## config.mk

```make
export PLATFORM = sky130hd
export DESIGN_NAME = sat_counter
export DESIGN_NICKNAME = d
export VERILOG_FILES = /design/src/rtl/test_phase_ctrl_sat_counter.sv
export SDC_FILE = /design/constraint.sdc
export NUM_CORES = 1
export LEC_CHECK = 0
export CAP_MARGIN = 25
export CORE_MARGIN = 2
export CORE_UTILIZATION = 43
export DETAILED_ROUTE_END_ITERATION = 12
export PLACE_DENSITY_LB_ADDON = 0.08
export SLEW_MARGIN = 15
export SYNTH_ARGS = -nofsm -noshare
export SYNTH_HDL_FRONTEND = slang
export SYNTH_SLANG_ARGS = --single-unit
```

## constraint.sdc

```tcl
create_clock -name clk -period 1.8 [get_ports clk]
set_input_delay 0.45 -clock clk [delete_from_list [all_inputs] [get_ports clk]]
set_output_delay 0.45 -clock clk [all_outputs]
set_load 0.03 [all_outputs]
```

## src/rtl/test_phase_ctrl_sat_counter.sv

```systemverilog
// Saturating up-counter with synchronous clear; holds at all-ones.
module sat_counter #(
  parameter int unsigned W = 16
) (
  input  logic         clk,
  input  logic         rst,
  input  logic         clr,
  output logic [W-1:0] cnt
);

  always_ff @(posedge clk) begin
    if (rst || clr) begin
      cnt <= '0;
    end else if (cnt != '1) begin
      cnt <= cnt + W'(1);
    end
  end

endmodule

```

==> results of run 1 <==
-- synth_stat cells, types with 2 or more instances --
cell	n
sky130_fd_sc_hd__nor2_1	9
sky130_fd_sc_hd__o21ai_0	5
sky130_fd_sc_hd__nand2_1	6
sky130_fd_sc_hd__a31oi_1	3
sky130_fd_sc_hd__inv_1	2
sky130_fd_sc_hd__a21oi_1	8
sky130_fd_sc_hd__nor3_1	2
sky130_fd_sc_hd__o31ai_1	3
sky130_fd_sc_hd__dfxtp_1	16
sky130_fd_sc_hd__nor4_1	2
sky130_fd_sc_hd__nand4_1	3
sky130_fd_sc_hd__or3_1	4
sky130_fd_sc_hd__and3_1	2
sky130_fd_sc_hd__or4_1	3
sky130_fd_sc_hd__o211ai_1	2
sky130_fd_sc_hd__nand3_1	5
sky130_fd_sc_hd__a311oi_1	2
-- worst max-delay path: stages, from the launching register on --
cell	delay, ns
sky130_fd_sc_hd__dfxtp_2	0.40
sky130_fd_sc_hd__ha_1	0.24
sky130_fd_sc_hd__nand4_4	0.15
sky130_fd_sc_hd__or2_4	0.30
sky130_fd_sc_hd__or4_1	0.40
sky130_fd_sc_hd__a21oi_1	0.14
-- metal layers --
layer	track usage, %	up-vias	share of wire, %
met3	4.15	4	3.6
met5	0	-	0
li1	-	428	-
met1	28.4	396	49
met4	6.49	0	1.2
met2	32.8	21	47
-- per-stage QoR --
stage / utilization [%] / TNS, ns / worst slack, ns / instance area, µm²
CTS: 62.1 / 0 / 0.109 / 1100
global placement: 62.0 / 0 / 0.00879 / 1090
detailed placement: 62.0 / -0.00423 / -0.00423 / 1090
global route: 62.1 / 0 / 0.00201 / 1100
floorplan: - / 0 / 0.0163 / 833
finish: 62.1 / 0 / 0.109 / 1100
-- where the power goes --
group / total (µW) / leakage [µW] / switching, µW / internal [µW]
combinational: 30.2 / 0.000306 / 15.8 / 14.4
clock: 193 / 0.0000138 / 115 / 77.9
sequential: 360 / 0.000130 / 3.88 / 356
total: 584 / 0.000449 / 135 / 449
-- final cells by class --
class	instances	area, µm²	share of cell area (%)
flip-flops and latches	16	323	29.5
multi-input cells	76	499	45.5
repair buffers	25	213	19.4
inverters	2	7.51	0.685
well taps	25	31.3	2.85
clock buffers	3	22.5	2.05
-- final timing paths --
kind                   startpoint  cells past startpoint                   end  slack [ns]
min          cnt[10]$_SDFFE_PP0P_                      2  cnt[10]$_SDFFE_PP0P_        0.52
max           cnt[0]$_SDFFE_PP0P_                      5  cnt[10]$_SDFFE_PP0P_        0.11
min reg2reg  cnt[10]$_SDFFE_PP0P_                      2  cnt[10]$_SDFFE_PP0P_        0.52
max reg2reg   cnt[0]$_SDFFE_PP0P_                      5  cnt[10]$_SDFFE_PP0P_        0.11
-- cell families after synthesis --
family | after synthesis
mux | 1
compound gates | 25
simple gates | 47
buf+inv | 3
xor+xnor | 2
flops | 16
fa+ha+maj | 1
-- timing repair --
item | 4_1_cts | 5_1_grt
resized for setup | 16 | 0
setup endpoints to repair | 16 | 2
pin swaps | 0 | 1
==> impl_metrics.csv, run 1 <==
group,metric,value,unit
cts,cts.path.max_buffers,2,
cts,cts_tree,"built",
yosys,yosys-top-cells-area,"sky130_fd_sc_hd__dfxtp_1 39%, sky130_fd_sc_hd__a21oi_1 4.8%, sky130_fd_sc_hd__nor2_1 4.1%",
die,die_h,48.0,µm
die,die_x,48.0,µm
finish,layout.nets,128,
finish,layout-area-overhead-vs-synth,31.9,%
cts,post-cts-setup-buffers,0,
timing,maxClockFrequency,592,MHz
yosys,synth_cell_type_count,35,
finish,instances_no_fill,147,
timing,timing.final.max_slew_violations,0,
route,final_routed_wire_length_divided_by_cell_count,13.9,µm
route,route.vias.total,849,
critical_path,crit_required,2.03,ns
die,i_o_pin_total,19,
finish,drive_above_1_share,16.4,%
timing,timing_hold_violations_final,0,
yosys,number_of_flip_flops_and_latches_in_the_synthesized_netlist,16,
timing,worst_clock_skew,0.00175,ns
finish,n_antenna_cell,0,
finish,mostFrequentLayoutCells,"16 x sky130_fd_sc_hd__dlygate4sd2_1, 14 x sky130_fd_sc_hd__dfxtp_1, 9 x sky130_fd_sc_hd__nor2_1, 8 x sky130_fd_sc_hd__a21oi_1, 7 x sky130_fd_sc_hd__buf_4",
yosys,postSynth.asyncResetShare,0,%
yosys,synth-main-ff-cell,"sky130_fd_sc_hd__dfxtp_1",
yosys,fraction_of_synthesized_area_in_multiplexers,1.20,%
grt,groute.usage.overall,20.7,%
cts,clock_pin_slew_worst_setup_and_hold_paths,0.09,ns
power_and_ir_drop,irDropWorstVdd,0.342,mV
critical_path,setup.worst_path.start_class,"register",
finish,layout.cells.most_common,"sky130_fd_sc_hd__dlygate4sd2_1",
yosys,syn-instance-count,95,
critical_path,critical_path_end_type,"register",
timing,slew_headroom,67.2,%
grt,grt_pass1_wl,3350,µm
route,totalWireLength,2040,µm
yosys,synth_top_cell_area_share,38.6,%
yosys,ys_seq_area_share,38.6,%
yosys,netlist_area,831,µm²
yosys,synth_adder_area_share,1.51,%
finish,top_regs,"cnt x16",
finish,fillerInstances,175,
timing,post-route-min-period,1.69,ns
power_and_ir_drop,pwr_density_cell,532,nW/µm²
cts,clk-insertion-delay-late,0.29,ns
yosys,synth_enable_flop_cells,0,
die,placementRows,15,
die,floorplan.die_area,2300,µm²
die,initial_utilization,47.1,%
power_and_ir_drop,power.static_leakage,0.000449,µW
status,run_status,"complete, no violations",
timing,hold_slack,0.524,ns
yosys,synth_top_cell_by_area,"sky130_fd_sc_hd__dfxtp_1",
critical_path,worstPathArrival,1.92,ns
cts,tritoncts.num_buffers,3,
yosys,ys.warnings.count,0,
grt,number_of_global_route_vias_before_repair,734,
place,dp_hpwl,1550,µm
finish,largest-register,"cnt",
critical_path,setup_crit_path_kind,"reg2reg",
yosys,synth.net_count,99,
timing,rsz0062_at_grt,"false",
route,drtPass1Iterations,4,
timing,layout_worst_path_cycle_share,93.9,%
place,place_congestion,0.873,
route,violation_count_after_the_first_detailed_routing_iteration,36,
grt,global_route.overflow_total,0,
grt,pin_count_of_the_biggest_net_entering_global_routing,13,
route,detail_route.drc_violations,0,
route,route.antenna.remaining_nets,0,
cts,cts_root_buf,"sky130_fd_sc_hd__clkbuf_4",
route,avgViaCountPerCell,5.78,
yosys,average_cell_area_after_synthesis,8.75,µm²
finish,largest_register_ffs,16,
yosys,synth_simple_gate_area_share,36.6,%
timing,worstMarginPinSlew,0.489,ns
cts,maximum_level_of_the_cts_h_tree,1,
cts,tritoncts_num_sinks,16,
job,cap_viol_max_count,0,
power_and_ir_drop,post-layout-total-power,584,µW
die,placeableCoreArea,1760,µm²
place,place.port_buffers,18,
yosys,synthesized_area_fraction_occupied_by_ao_oa_aoi_and_oai_cells,18.7,%
critical_path,critical_path.max_fanout,7,
grt,antenna_violations_before_repair,0,
timing,setup_viol,0,
place,post-place-cells,144,
worst_hold_path,hp-class,"reg2reg",
yosys,synth_xor_area_share,2.11,%
yosys,main_combinational_cell_family_by_area_after_synthesis,"simple AND/OR/NAND/NOR gates",
cts,postCtsHoldBufs,0,
No activity file was read; power rests on OpenSTA's default activity.
==> run 2, diff against run 1 <==
TNS_END_PERCENT = 1   (was not set)
==> results of run 2 <==
The final DEF is identical to that of run 1; final timing and power are the same.
==> run 3, diff against run 2 <==
TNS_END_PERCENT = not set   (was 1)
==> results of run 3 <==
The final DEF is identical to that of run 1; final timing and power are the same.
